==> src/rtl/belt_drive_ramp.sv <==
// Treadmill belt drive: rate-limited speed ramp, emergency brake with re-arm
// interlock, and a period-latched PWM whose duty tracks the ramped speed.
module belt_drive_ramp #(
  parameter int MAX_SPEED = 199,
  parameter int RAMP_DIV  = 2500000,
  parameter int BRAKE_DIV = 500000,
  parameter int PWM_DIV   = 25,
  parameter int PWM_TOP   = 199
) (
  input  logic       CLOCK_50,
  input  logic       reset,
  input  logic [7:0] speed,
  input  logic       stop_n,
  output logic [7:0] cur_speed,
  output logic       pwm_out,
  output logic [1:0] state,
  output logic       at_speed,
  output logic       running
);

  typedef enum logic [1:0] {
    ST_IDLE  = 2'd0,
    ST_RAMP  = 2'd1,
    ST_HOLD  = 2'd2,
    ST_BRAKE = 2'd3
  } state_t;

  localparam int RAMP_W  = (RAMP_DIV > 1)  ? $clog2(RAMP_DIV)  : 1;
  localparam int BRAKE_W = (BRAKE_DIV > 1) ? $clog2(BRAKE_DIV) : 1;
  localparam int PRE_W   = (PWM_DIV > 1)   ? $clog2(PWM_DIV)   : 1;
  localparam int CNT_W   = (PWM_TOP > 255) ? $clog2(PWM_TOP + 1) : 8;

  localparam logic [7:0]         MAX_S      = 8'(MAX_SPEED);
  localparam logic [RAMP_W-1:0]  RAMP_LAST  = RAMP_W'(RAMP_DIV - 1);
  localparam logic [BRAKE_W-1:0] BRAKE_LAST = BRAKE_W'(BRAKE_DIV - 1);
  localparam logic [PRE_W-1:0]   PRE_LAST   = PRE_W'(PWM_DIV - 1);
  localparam logic [CNT_W-1:0]   CNT_TOP    = CNT_W'(PWM_TOP);

  state_t             state_q, state_d;
  logic [7:0]         cur_q, cur_d;
  logic               at_speed_q, at_speed_d;
  logic               running_q, running_d;
  logic [RAMP_W-1:0]  ramp_cnt_q, ramp_cnt_d;
  logic [BRAKE_W-1:0] brake_cnt_q, brake_cnt_d;
  logic [PRE_W-1:0]   pre_q, pre_d;
  logic [CNT_W-1:0]   pwm_cnt_q, pwm_cnt_d;
  logic [CNT_W-1:0]   duty_q, duty_d;
  logic               pwm_q, pwm_d;

  logic       ramp_tick, brake_tick, step_en, pre_wrap;
  logic [7:0] tgt;

  assign ramp_tick  = (ramp_cnt_q == RAMP_LAST);
  assign brake_tick = (brake_cnt_q == BRAKE_LAST);
  assign pre_wrap   = (pre_q == PRE_LAST);

  // Ramp/brake dividers free-run regardless of state.
  always_comb begin
    ramp_cnt_d  = ramp_tick  ? '0 : ramp_cnt_q + 1'b1;
    brake_cnt_d = brake_tick ? '0 : brake_cnt_q + 1'b1;
  end

  always_comb begin
    tgt        = (speed > MAX_S) ? MAX_S : speed;
    if (state_q == ST_BRAKE) tgt = 8'd0;
    step_en    = ((state_q == ST_RAMP) && ramp_tick) ||
                 ((state_q == ST_BRAKE) && brake_tick);
    cur_d      = cur_q;
    state_d    = state_q;
    if (step_en) begin
      if (cur_q < tgt)      cur_d = cur_q + 8'd1;
      else if (cur_q > tgt) cur_d = cur_q - 8'd1;
    end
    if (!stop_n) begin
      state_d = ST_BRAKE;
    end else begin
      unique case (state_q)
        ST_IDLE:  if (tgt != 8'd0) state_d = ST_RAMP;
        ST_RAMP:  if (cur_q == tgt) state_d = (tgt != 8'd0) ? ST_HOLD : ST_IDLE;
        ST_HOLD:  if (tgt != cur_q) state_d = ST_RAMP;
        // Re-arm only once the belt is stopped and the setpoint is back at zero.
        ST_BRAKE: if ((cur_q == 8'd0) && (speed == 8'd0)) state_d = ST_IDLE;
        default:  state_d = ST_IDLE;
      endcase
    end
    at_speed_d = (state_d == ST_HOLD);
    running_d  = (cur_d != 8'd0);
  end

  // Duty is latched only at the period boundary so every PWM period is whole.
  always_comb begin
    pre_d     = pre_wrap ? '0 : pre_q + 1'b1;
    pwm_cnt_d = pwm_cnt_q;
    duty_d    = duty_q;
    if (pre_wrap) begin
      if (pwm_cnt_q == CNT_TOP) begin
        pwm_cnt_d = '0;
        duty_d    = CNT_W'(cur_q);
      end else begin
        pwm_cnt_d = pwm_cnt_q + 1'b1;
      end
    end
    pwm_d = (pwm_cnt_q < duty_q);
  end

  always_ff @(posedge CLOCK_50) begin
    if (!reset) begin
      state_q     <= ST_IDLE;
      cur_q       <= 8'd0;
      at_speed_q  <= 1'b0;
      running_q   <= 1'b0;
      ramp_cnt_q  <= '0;
      brake_cnt_q <= '0;
      pre_q       <= '0;
      pwm_cnt_q   <= '0;
      duty_q      <= '0;
      pwm_q       <= 1'b0;
    end else begin
      state_q     <= state_d;
      cur_q       <= cur_d;
      at_speed_q  <= at_speed_d;
      running_q   <= running_d;
      ramp_cnt_q  <= ramp_cnt_d;
      brake_cnt_q <= brake_cnt_d;
      pre_q       <= pre_d;
      pwm_cnt_q   <= pwm_cnt_d;
      duty_q      <= duty_d;
      pwm_q       <= pwm_d;
    end
  end

  assign cur_speed = cur_q;
  assign state     = state_q;
  assign at_speed  = at_speed_q;
  assign running   = running_q;
  assign pwm_out   = pwm_q;

endmodule
==> config.mk <==
export PLATFORM = sky130hd
export DESIGN_NAME = belt_drive_ramp
export DESIGN_NICKNAME = d
export VERILOG_FILES = /design/src/rtl/belt_drive_ramp.sv
export SDC_FILE = /design/constraint.sdc
export NUM_CORES = 1
export LEC_CHECK = 0
export BUFFER_PORTS_ARGS = -buffer_cell sky130_fd_sc_hd__buf_2
export CAP_MARGIN = 40
export CORE_MARGIN = 2
export CORE_UTILIZATION = 45
export DETAILED_ROUTE_END_ITERATION = 8
export GPL_TIMING_DRIVEN = 0
export SLEW_MARGIN = 5
export SYNTH_ARGS = -nofsm -noshare
export SYNTH_HDL_FRONTEND = slang
export SYNTH_SLANG_ARGS = --single-unit
==> constraint.sdc <==
create_clock -name CLOCK_50 -period 6.95 [get_ports CLOCK_50]
set_input_delay 1.0425 -clock CLOCK_50 [delete_from_list [all_inputs] [get_ports CLOCK_50]]
set_output_delay 1.0425 -clock CLOCK_50 [all_outputs]
set_load 0.02 [all_outputs]
* After elaboration in Yosys (flattened, before gate mapping) *
Index checks and enable logic that the tools add are counted.

storage, ports and cells
  bits in registers = 75
  input port bits = 11
  output and inout bits = 13
  word-level logic and storage cells = 57

operators by class
  $add $sub $neg = 6
  magnitude comparators = 4
  equality and inequality tests = 10
  mux-type cells = 13
  bitwise operators = 1
  reductions and logical operators = 13

operators with widths
  kind                   number
  $mux 8                 6
  $add 22x1->22 const B  1
  $eq 22x22->1 const B   1
  $add 19x1->19 const B  1
  $eq 19x19->1 const B   1
  $add 8x1->8 const B    2
  $logic_not 8->1        2
  $lt 8x8->1             2
  $reduce_bool 8->1      2
  $mux 2                 6
  $eq 8x8->1             1
  $eq 8x8->1 const B     1
  $gt 8x8->1             1
  $gt 8x8->1 const B     1
  $ne 8x8->1             1
  $pmux 2 s4             1
  $sub 8x1->8 const B    1
  $eq 2x2->1 const B     3
  $reduce_or 2->1        3
  $add 5x1->5 const B    1
  $eq 5x5->1 const B     1
  $logic_and 1x1->1      3
  $eq 2x1->1 const B     1
  $logic_not 2->1        1
  3 further kinds        3

* Depth between registers and ports, before layout *
Gate-level depths: netlist (run 1).

  depth after elaboration = 9
  mapped depth = 13
  gate-level depth less buffers = 12

* Worst setup path after synthesis (run 1) *
OpenSTA, ideal clock, no wires.

  path kind = input -> register
  start point = input port speed[5]
  end point = register running_q (netlist: running)
  library setup time = 130 ps
  arrival time = 3570 ps
  required time = 6820 ps
  path slack = 3249 ps
  stages on the path = 12
  path buffers = 0
  cells stage by stage = or3_1 -> and3_1 -> o21ai_0 -> ha_1 -> nor2b_1 -> o211ai_2 -> a21oi_2 -> or4_1 -> a21oi_1 -> xnor2_1 -> and3_1 -> a31oi_1

on the way
  cells in the longest elaborated chain, start to end = 8
  elaborated cells between the ends (all ways) = 9
  those cells by class = 3 x order compare; 5 x mux; 1 x reduce/logical

ends and longest elaborated chain
  item                  line  source
  from (decl)           12    input logic [7:0] speed,
  $gt 8x8->1            64    tgt = (speed > MAX_S) ? MAX_S : speed;
  $mux 8 *              64
  $mux 8 *              65    if (state_q == ST_BRAKE) tgt = 8'd0;
  $gt 8x8->1            72    else if (cur_q > tgt) cur_d = cur_q - 8'd1;
  $mux 8                72
  $mux 8 *              71    if (cur_q < tgt) cur_d = cur_q + 8'd1;
  $mux 8 *              70    if (step_en) begin
  $reduce_bool 8->1 *   87    running_d = (cur_d != 8'd0);
  to (signal assigned)  122   running_q <= running_d;
  to (decl)             42    logic running_q, running_d;

Mark *: on every way between the ends. The rest lies on a longest branch, timed or not.
A chain may end at the register's enable or synchronous reset.

* Worst setup path after layout (run 1) *
Ends and elaborated chain as after synthesis.

==> impl_metrics.yaml, run 1 <==
routing:
  viasPerCell: 5.239
  drtAntennaViolNets: 0
  drt_wl_total_um: 7801
  drt_pass1_iterations: 4
  avgRoutedWirePerCell_um: 12.96
  drt_iter0_drc: 79
  num_vias: 3154
  drcViolationCount: 0
floorplanning:
  core_um2: 8593
  die_y_um: 97.29
  design.portCount: 24
  die_w_um: 97.29
  die_area_um2: 9465
  start_util_pct: 45.57
  placementRows: 34
grt:
  grt-ovfl-total: 0
  track_usage_pct: 17.66
  antenna_found_initial: 0
  grt_pass1_wl_um: 13980
  grt_pass1_vias: 3080
  grt_max_degree: 12
layout:
  fin_nets: 525
  final_cells: 602
  final_area_um2: 4343
  final_layout_size_suffix_gt1_share_pct: 12.15
  area_delta_synth_final_pct: 10.89
  n_antenna_cell: 0
  fill_cells: 863
  final_core_util_pct: 50.54
placed_design:
  place_inst: 588
  placed_area_um2: 4161
  pre_cts_slack_ns: 2.869
  port_buffers: 22
  gp_congestion: 0.8848
  hpwlAfterDp_um: 5820
min_path:
  hold_end: "ramp_cnt_q[0]"
  hold_path.class: "reg -> reg"
  min-delay-start: "ramp_cnt_q[0]"
  min_path_cells: 1
sta:
  grt_setup_unrepaired: "false"
  fin_worst_skew_ns: 0.006407
  fin_crit_ns: 3.785
  post-route-period-util_pct: 54.46
  worstMarginPinSlew_ns: 0.5871
  fmax_mhz: 264.2
  relSlewSlack_pct: 60.60
  slew_violations: 0
  setup_viol: 0
  tns_ns: 0
  worst_slack_ns: 3.165
  whs_ns: 0.4586
  final_hold_viol_count: 0
setup_path:
  critPathMaxFanout: 8
  max_stage_delay_ns: 0.53
  slowest_stage: "or4_1"
  startpoint_type: "input pin"
  rr_worst_depth: 11
  path_cells: "buf_2 -> or3_1 -> and3_1 -> o21ai_0 -> ha_1 -> nor2b_1 -> o211ai_2 -> a21oi_2 -> or4_1 -> a21oi_1 -> xnor2_1 -> and3_1 -> a31oi_1"
  required_ns: 7.15
  crit_top_cell: "and3_1"
  crit_type: "in -> reg"
  r2r_slack_ns: 3.98
  cp.arrival_ns: 3.99
  reg2reg_to: "running"
  end_kind: "flop"
  rr_startpoint: "state[1]"
logic_synthesis:
  synth_cell_types: 61
  synth_top_cell_area_share_pct: 38.34
  synth_common_cells: "dfxtp_1 (75), nor2_1 (73), nand2_1 (39)"
  synth_flop_cell: "dfxtp_1"
  synth_enable_flop_cells: 0
  yosysSeqAreaShare_pct: 38.34
  async_flop_share_pct: 0
  avgSynthCellArea_um2: 8.551
  postSynthCellCount: 458
  ys_ff_latch: 75
  synth.largest_area_cell: "dfxtp_1"
  syn_nets: 492
  synth_area_leaders: "dfxtp_1 (38%), ha_1 (7.3%), nor2_1 (7.0%), xor2_1 (6.7%), nand2_1 (3.7%)"
  yosys_warnings: 0
  netlist_area_um2: 3916
  yosysMostFrequentCell: "dfxtp_1"
power_and_ir_drop:
  switching_share_pct: 22.06
  p_comb_share_pct: 5.2
  pwr-share-seq_pct: 55.2
  p_leak_nw: 1.636
  power_density_nw_per_um2: 183.5
  total_power_uw: 797.1
  power.internal_uw: 621.3
  p_switching_uw: 175.8
  pwr-share-clk_pct: 39.6
  ir_worst_vdd_mv: 0.1099
cts:
  numCtsBuffers: 9
  clock_sinks: 75
  clk_latency_ns: 0.33
  clk_pin_slew_ns: 0.07
  ctsResizeCount: 0
  cts_setup_buffers: 0
  cts_tree: "built"
  postCtsHoldBufs: 0
  ctsLongestPathBuffers: 2
  cts_root_buf: "clkbuf_8"
  h-tree-depth: 3
run:
  cap_violations: 0
run_status:
  status: "finished, final reports clean"
[power groups by stage]
stage | Clock (mW) | Sequential [mW] | Combinational [mW]
after floorplan | 0 | 0.450 | 0.0283
after global placement | 0 | 0.450 | 0.0405
after detailed placement | 0 | 0.450 | 0.0415
after CTS | 0.328 | 0.440 | 0.0417
after global routing | 0.351 | 0.441 | 0.0476
final | 0.316 | 0.440 | 0.0411
[sequential cells by signal, summed over array words and instances, names as in the netlist]
register and cells:
at_speed 1, brake_cnt_q 19, cur_speed 8, duty_q 8
pre_q 5, pwm_cnt_q 8, pwm_out 1, ramp_cnt_q 22
running 1, state 2
[area by class of cell]
cell class / count / area [um2] / share of cell area (%)
Multi-Input combinational cell: 348 / 2238 / 51.54
Sequential cell: 75 / 1501 / 34.57
Clock buffer: 11 / 141.4 / 3.256
Tap cell: 108 / 135.1 / 3.112
Timing Repair Buffer: 22 / 110.1 / 2.535
Buffer: 15 / 101.3 / 2.334
Inverter: 20 / 75.07 / 1.729
Clock inverter: 3 / 40.04 / 0.9219
[how the worst max path moves through the flow]
| stage | startpoint | end | slack (ns) | depth (start not counted) |
|---|---|---|---|---|
| 6_report | speed[5] | running | 3.16 | 13 |
| 5_1_grt | speed[5] | running | 2.94 | 13 |
| 4_1_cts | speed[5] | running | 3.21 | 13 |
| 3_5_place_dp | speed[5] | running | 2.87 | 13 |
| 3_3_place_gp | speed[5] | running | 2.85 | 13 |
| 2_1_floorplan | speed[5] | running | 3.25 | 12 |
[cells by family after synthesis]
kind of cell	synth area share, %
multiplexers	2.045
AND/OR/NAND/NOR	25.82
AO/OA/AOI/OAI	11.66
adder cells (fa/ha/maj)	7.348
flip-flops	38.34
buffers and inverters	4.505
XOR/XNOR	10.29
[cells in the final DEF, fill, tap and decap left out, types with 2 or more instances in the layout]
cell type	synthesis	routed
a211oi_1	2	2
clkinv_2	0	2
o211ai_1	2	2
buf_4	2	2
mux2i_1	8	8
or3_1	10	10
a21oi_1	17	17
and3_1	10	10
o21ai_1	2	2
nand3_1	22	22
inv_1	20	20
nand4_1	9	9
clkbuf_8	2	12
nor2_1	73	73
and4_1	2	2
nor4b_1	2	2
dfxtp_1	75	75
o21a_1	3	3
nand2_1	39	39
ha_1	23	23
and4b_1	2	2
nand4_2	2	2
clkbuf_1	7	8
nor2b_1	3	3
buf_2	1	23
xnor2_1	16	16
o22ai_1	2	2
nor3_1	9	9
o21ai_0	18	18
nand2b_1	3	3
nor3_2	2	2
a31oi_1	3	3
xor2_1	30	30
nor4_1	3	3
a21o_1	7	7
[layer usage]
metal	part of all wire (%)	GRT usage, %
met3	2.7	4.101
met2	47	28.21
met4	1.0	6.197
met5	0	0
met1	50	23.52
[critical path: cells and delay by family]
family | cells | cell delay (ns)
simple gates | 5 | 1.48
compound gates | 5 | 0.89
fa+ha+maj | 1 | 0.29
xor+xnor | 1 | 0.17
buf+inv | 1 | 0.10
Note: power is estimated with default switching activity, not from simulation.
==> run 2, diff against run 1 <==
==> constraint.sdc (replaced) <==
create_clock -name CLOCK_50 -period 3.4 [get_ports CLOCK_50]
set_input_delay 0.51 -clock CLOCK_50 [delete_from_list [all_inputs] [get_ports CLOCK_50]]
set_output_delay 0.51 -clock CLOCK_50 [all_outputs]
set_load 0.02 [all_outputs]
==> run 2 against run 1 <==
Worst setup slack lost 2.9 ns; wire length about the same; clock-buffer cell count is the same; register-to-register slack lost 3.5 ns; first-iteration DRC count unchanged; cell area is the same; combinational power is 110% higher; global-route usage unchanged; clock power up 100%; largest power group unchanged.
==> impl_metrics.yaml, run 2 (synthesis results as in run 1) <==
power_and_ir_drop:
  switching_share_pct: 22.07
  power.internal_mw: 1.270
  p_leak_nw: 1.636
  ir_worst_vdd_mv: 0.2247
  pwr-share-clk_pct: 39.6
  total_power_mw: 1.630
  pwr-share-seq_pct: 55.2
  power_density_nw_per_um2: 375.2
  p_comb_share_pct: 5.2
  p_switching_uw: 359.6
setup_path:
  rr_worst_depth: 11
  startpoint_type: "input pin"
  slowest_stage: "or4_1"
  r2r_slack_ns: 0.45
  crit_top_cell: "and3_1"
  critPathMaxFanout: 8
  cp.depth: 13
  crit_type: "in -> reg"
  worst-path-buf-inv: 1
  required_ns: 3.60
  crit_end: "running"
  end_kind: "flop"
  crit_family: "simple AND/OR/NAND/NOR gates"
  startpoint: "speed[5]"
  rr_startpoint: "state[0]"
  path_cells: "buf_2 -> or3_1 -> and3_1 -> o21ai_1 -> ha_1 -> nor2b_1 -> o211ai_2 -> a21oi_2 -> or4_1 -> a21oi_1 -> xnor2_1 -> and3_1 -> a31oi_1"
  max_stage_delay_ns: 0.53
  reg2reg_to: "running"
  cp.arrival_ns: 3.39
sta:
  relSlewSlack_pct: 60.60
  post-route-period-util_pct: 93.54
  setup_viol: 0
  fin_worst_skew_ns: 0.006407
  whs_ns: 0.4586
  worstMarginPinSlew_ns: 0.5871
  fmax_mhz: 314.4
  slew_violations: 0
  fin_crit_ns: 3.180
  final_hold_viol_count: 0
  worst_slack_ns: 0.2198
  grt_setup_unrepaired: "false"
layout:
  fin_nets: 525
  final_layout_size_suffix_gt1_share_pct: 12.15
  area_delta_synth_final_pct: 10.89
  final_common_cell: "dfxtp_1"
  top_regs: "ramp_cnt_q x22, brake_cnt_q x19"
  largest_reg_flops: 22
  top_register: "ramp_cnt_q"
  n_antenna_cell: 0
  final_cell_mix: "dfxtp_1 (75), nor2_1 (73), nand2_1 (39)"
cts:
  numCtsBuffers: 9
  ctsLongestPathBuffers: 2
  postCtsHoldBufs: 0
  cts_tree: "built"
  clk_pin_slew_ns: 0.07
  clk_latency_ns: 0.33
  h-tree-depth: 3
  cts_root_buf: "clkbuf_8"
  clock_sinks: 75
floorplanning:
  design.portCount: 24
  placementRows: 34
  core_um2: 8593
  die_w_um: 97.29
  start_util_pct: 45.57
  die_y_um: 97.29
  die_area_um2: 9465
routing:
  drtAntennaViolNets: 0
  drt_wl_total_um: 7800
  avgRoutedWirePerCell_um: 12.96
  drt_pass1_iterations: 4
  drcViolationCount: 0
  num_vias: 3153
  viasPerCell: 5.238
  drt_iter0_drc: 79
run:
  cap_violations: 0
grt:
  use_met3_pct: 4.101
  use_met2_pct: 28.21
  grt_max_degree: 12
  grt_pass1_wl_um: 13980
  grt-busiest-layer: "met2"
  grt_pass1_vias: 3080
  antenna_found_initial: 0
  grt_use_met1_pct: 23.52
  grt-ovfl-total: 0
  track_usage_pct: 17.66
min_path:
  hold_path.class: "reg -> reg"
  min_path_cells: 1
placed_design:
  port_buffers: 22
  pre_cts_slack_ns: -0.1488
  hpwlAfterDp_um: 5820
  gp_congestion: 0.8848
run_status:
  status: "finished, final reports clean"
-- run 2: cell counts in the layout (fill, tap and decap cells not counted) --
Identical to the previous run, type by type.
-- run 2: through the flow --
stage / instances / utilization (%) / area, um2 / setup TNS, ns
finish: 602 / 50.54 / 4343 / 0
global route: 602 / 50.54 / 4343 / 0
CTS: 602 / 50.54 / 4343 / 0
detailed placement: 588 / 48.43 / 4161 / -0.1488
global placement: 588 / 48.43 / 4161 / -0.1635
floorplan: 458 / - / 3916 / 0
-- run 2: worst min path at each step --
stage | slack, ns | end | from
global route | 0.46 | at_speed | stop_n
CTS | 0.46 | ramp_cnt_q[0] | ramp_cnt_q[0]
detailed placement | 0.45 | ramp_cnt_q[0] | ramp_cnt_q[0]
finish | 0.46 | ramp_cnt_q[0] | ramp_cnt_q[0]
floorplan | 0.42 | ramp_cnt_q[0] | ramp_cnt_q[0]
global placement | 0.43 | ramp_cnt_q[0] | ramp_cnt_q[0]
-- run 2: what timing repair did --
action | CTS | global route
setup buffers | 0 | 0
gates resized for setup | 0 | 1
setup endpoints to repair | 0 | 1
-- run 2: cell type report --
| class | instances | area [um2] |
|---|---|---|
| plain buffers | 15 | 101.3 |
| clock buffers | 11 | 141.4 |
| clock inverters | 3 | 40.04 |
| fillers | 863 | 4250 |
| inverters | 20 | 75.07 |
| multi-input cells | 348 | 2238 |
| flip-flops and latches | 75 | 1501 |
| well taps | 108 | 135.1 |
| repair buffers | 22 | 110.1 |
-- run 2: power by group through the flow --
stage                     clock network (mW)  logic, mW  registers, mW
after floorplan                            0     0.0579          0.920
after detailed placement                   0     0.0848          0.920
final                                  0.646     0.0843          0.899
after global placement                     0     0.0828          0.919
after global routing                   0.717     0.0975          0.901
after CTS                              0.671     0.0852          0.899
-- run 2: per-layer routing --
metal | vias up | wire [um]
met5 | - | 0
li1 | 1653 | -
met3 | 8 | 212
met1 | 1454 | 3871
met4 | 0 | 80
met2 | 38 | 3637
==> run 3, diff against run 2 <==
--- a/config.mk
+++ b/config.mk
@@ -5,12 +5,13 @@
 export SDC_FILE = /design/constraint.sdc
 export NUM_CORES = 1
 export LEC_CHECK = 0
-export BUFFER_PORTS_ARGS = -buffer_cell sky130_fd_sc_hd__buf_2
+export BUFFER_PORTS_ARGS = -buffer_cell sky130_fd_sc_hd__buf_4
 export CAP_MARGIN = 40
 export CORE_MARGIN = 2
 export CORE_UTILIZATION = 45
 export DETAILED_ROUTE_END_ITERATION = 8
 export GPL_TIMING_DRIVEN = 0
+export PLACE_DENSITY = 0.71
 export SLEW_MARGIN = 5
 export SYNTH_ARGS = -nofsm -noshare
 export SYNTH_HDL_FRONTEND = slang
==> run 3 against run 2 <==
Flip-flop and latch count stayed put; combinational power is 7.1% higher; cell area is 2.0% higher; clock power is 15% higher; via count is 3.3% higher; non-clock buffer count stayed put; wire length is 2.9% higher; sequential share of layout area is 0.69 points lower; final cell count is 0.33% higher.
==> impl_metrics.yaml, run 3 (synthesis results as in run 1) <==
run_status:
  status: "finished, final reports clean"
power_and_ir_drop:
  power_density_nw_per_um2: 390.8
  power.internal_mw: 1.340
  p_switching_uw: 392.0
  pwr-share-seq_pct: 51.9
  p_comb_share_pct: 5.2
  pwr-share-clk_pct: 42.9
  ir_worst_vdd_mv: 0.2863
  p_leak_nw: 1.659
  switching_share_pct: 22.64
  total_power_mw: 1.732
sta:
  fmax_mhz: 308.8
  slew_violations: 0
  setup_viol: 0
  worst_slack_ns: 0.1611
  worstMarginPinSlew_ns: 0.6069
  final_hold_viol_count: 0
  relSlewSlack_pct: 59.27
  whs_ns: 0.4588
  fin_worst_skew_ns: 0.01576
  tns_ns: 0
  grt_setup_unrepaired: "false"
  post-route-period-util_pct: 95.26
  fin_crit_ns: 3.239
setup_path:
  max_stage_delay_ns: 0.53
  critPathMaxFanout: 8
  required_ns: 3.62
  end_kind: "flop"
  slowest_stage: "or4_1"
  startpoint_type: "input pin"
  crit_family: "simple AND/OR/NAND/NOR gates"
  crit_top_cell: "and3_1"
  worst-path-buf-inv: 1
  cp.arrival_ns: 3.46
  path_cells: "buf_4 -> or3_1 -> and3_1 -> o21ai_1 -> ha_1 -> nor2b_1 -> o211ai_2 -> a21oi_2 -> or4_1 -> a21oi_1 -> xnor2_1 -> and3_1 -> a31oi_1"
  crit_type: "in -> reg"
placed_design:
  placed_area_um2: 4217
  gp_congestion: 0.8840
  pre_cts_slack_ns: -0.2228
  hpwlAfterDp_um: 5832
  port_buffers: 22
layout:
  largest_reg_flops: 22
  multi_input_area_um2: 2238
  final_area_um2: 4432
  final_cell_mix: "dfxtp_1 (75), nor2_1 (73), nand2_1 (39)"
  area_delta_synth_final_pct: 13.16
  regArea_um2: 1501
  top_regs: "ramp_cnt_q x22, brake_cnt_q x19"
  final_layout_size_suffix_gt1_share_pct: 12.50
  fill_cells: 835
  n_antenna_cell: 0
  top_register: "ramp_cnt_q"
  fin_nets: 525
  final_common_cell: "dfxtp_1"
grt:
  antenna_found_initial: 0
  use_met2_pct: 29.91
  use_met3_pct: 4.604
  track_usage_pct: 17.97
  grt-ovfl-total: 0
  grt-busiest-layer: "met2"
  grt_pass1_wl_um: 14260
  grt_use_met1_pct: 23.51
  grt_pass1_vias: 3130
  grt_max_degree: 14
cts:
  ctsLongestPathBuffers: 2
  clk_pin_slew_ns: 0.07
  cts_tree: "built"
  h-tree-depth: 3
  clock_sinks: 75
  cts_root_buf: "clkbuf_8"
  clk_latency_ns: 0.35
  numCtsBuffers: 9
  cts_setup_buffers: 0
min_path:
  hold_path.class: "reg -> reg"
floorplanning:
  design.portCount: 24
  die_w_um: 97.29
  placementRows: 34
  start_util_pct: 45.57
  die_y_um: 97.29
  die_area_um2: 9465
  core_um2: 8593
routing:
  drt_iter0_drc: 120
  drtAntennaViolNets: 0
  drcViolationCount: 0
  num_vias: 3258
  drt_wl_total_um: 8024
  drt_pass1_iterations: 4
  avgRoutedWirePerCell_um: 13.28
  viasPerCell: 5.394
run:
  cap_violations: 0
run 3: cell count changes in the layout (fill, tap and decap cells not counted), sizes merged:
| cell | delta |
|---|---|
| inv | +1 |
| clkinv | +1 |
| bufinv | +1 |
| clkbuf | -1 |
run 3: final cells by class:
class | count | area share [%]
flip-flops and latches | 75 | 33.88
plain buffers | 15 | 2.287
repair buffers | 22 | 3.727
well taps | 108 | 3.049
clock inverters | 6 | 1.976
multi-input cells | 348 | 50.51
inverters | 20 | 1.694
clock buffers | 10 | 2.880
run 3: path summary, 6_finish.rpt:
check	start	to	slack [ns]	depth (start not counted)
worst max-delay path	speed[5]	running	0.16	13
worst min-delay path	ramp_cnt_q[0]	ramp_cnt_q[0]	0.46	1
worst max register to register	state[0]	running	0.39	11
worst min register to register	ramp_cnt_q[0]	ramp_cnt_q[0]	0.46	1
run 3: metrics by stage:
stage	util (%)	std cells
after detailed placement	49.07	588
after global routing	51.57	604
final	51.57	604
after CTS	51.57	604
after global placement	49.07	588
after floorplan	-	458
run 3: worst reg2reg max path: cells and delay by family (launching register included):
kind,cells,cell delay [ns]
xor+xnor,1,0.17
flops,1,0.32
simple gates,3,0.89
compound gates,5,1.05
fa+ha+maj,1,0.29
buf+inv,1,0.16
run 3: layer usage:
layer  part of all wire [%]  vias to the layer above
li1                       -                     1654
met1                     48                     1527
met2                     47                       64
met3                    3.3                       13
met4                    1.4                        0
met5                      0                        -
run 3: repair_timing:
action,in CTS,in global routing
gates resized for setup,0,1
setup endpoints to repair,0,1
hold buffers,0,0
run 3: power by group through the flow:
stage	clock (mW)	combinational [mW]	sequential (mW)
2_1_floorplan	0	0.0579	0.920
3_3_place_gp	0	0.0860	0.919
4_1_cts	0.764	0.0904	0.899
3_5_place_dp	0	0.0883	0.920
5_1_grt	0.802	0.103	0.901
6_report	0.742	0.0903	0.899
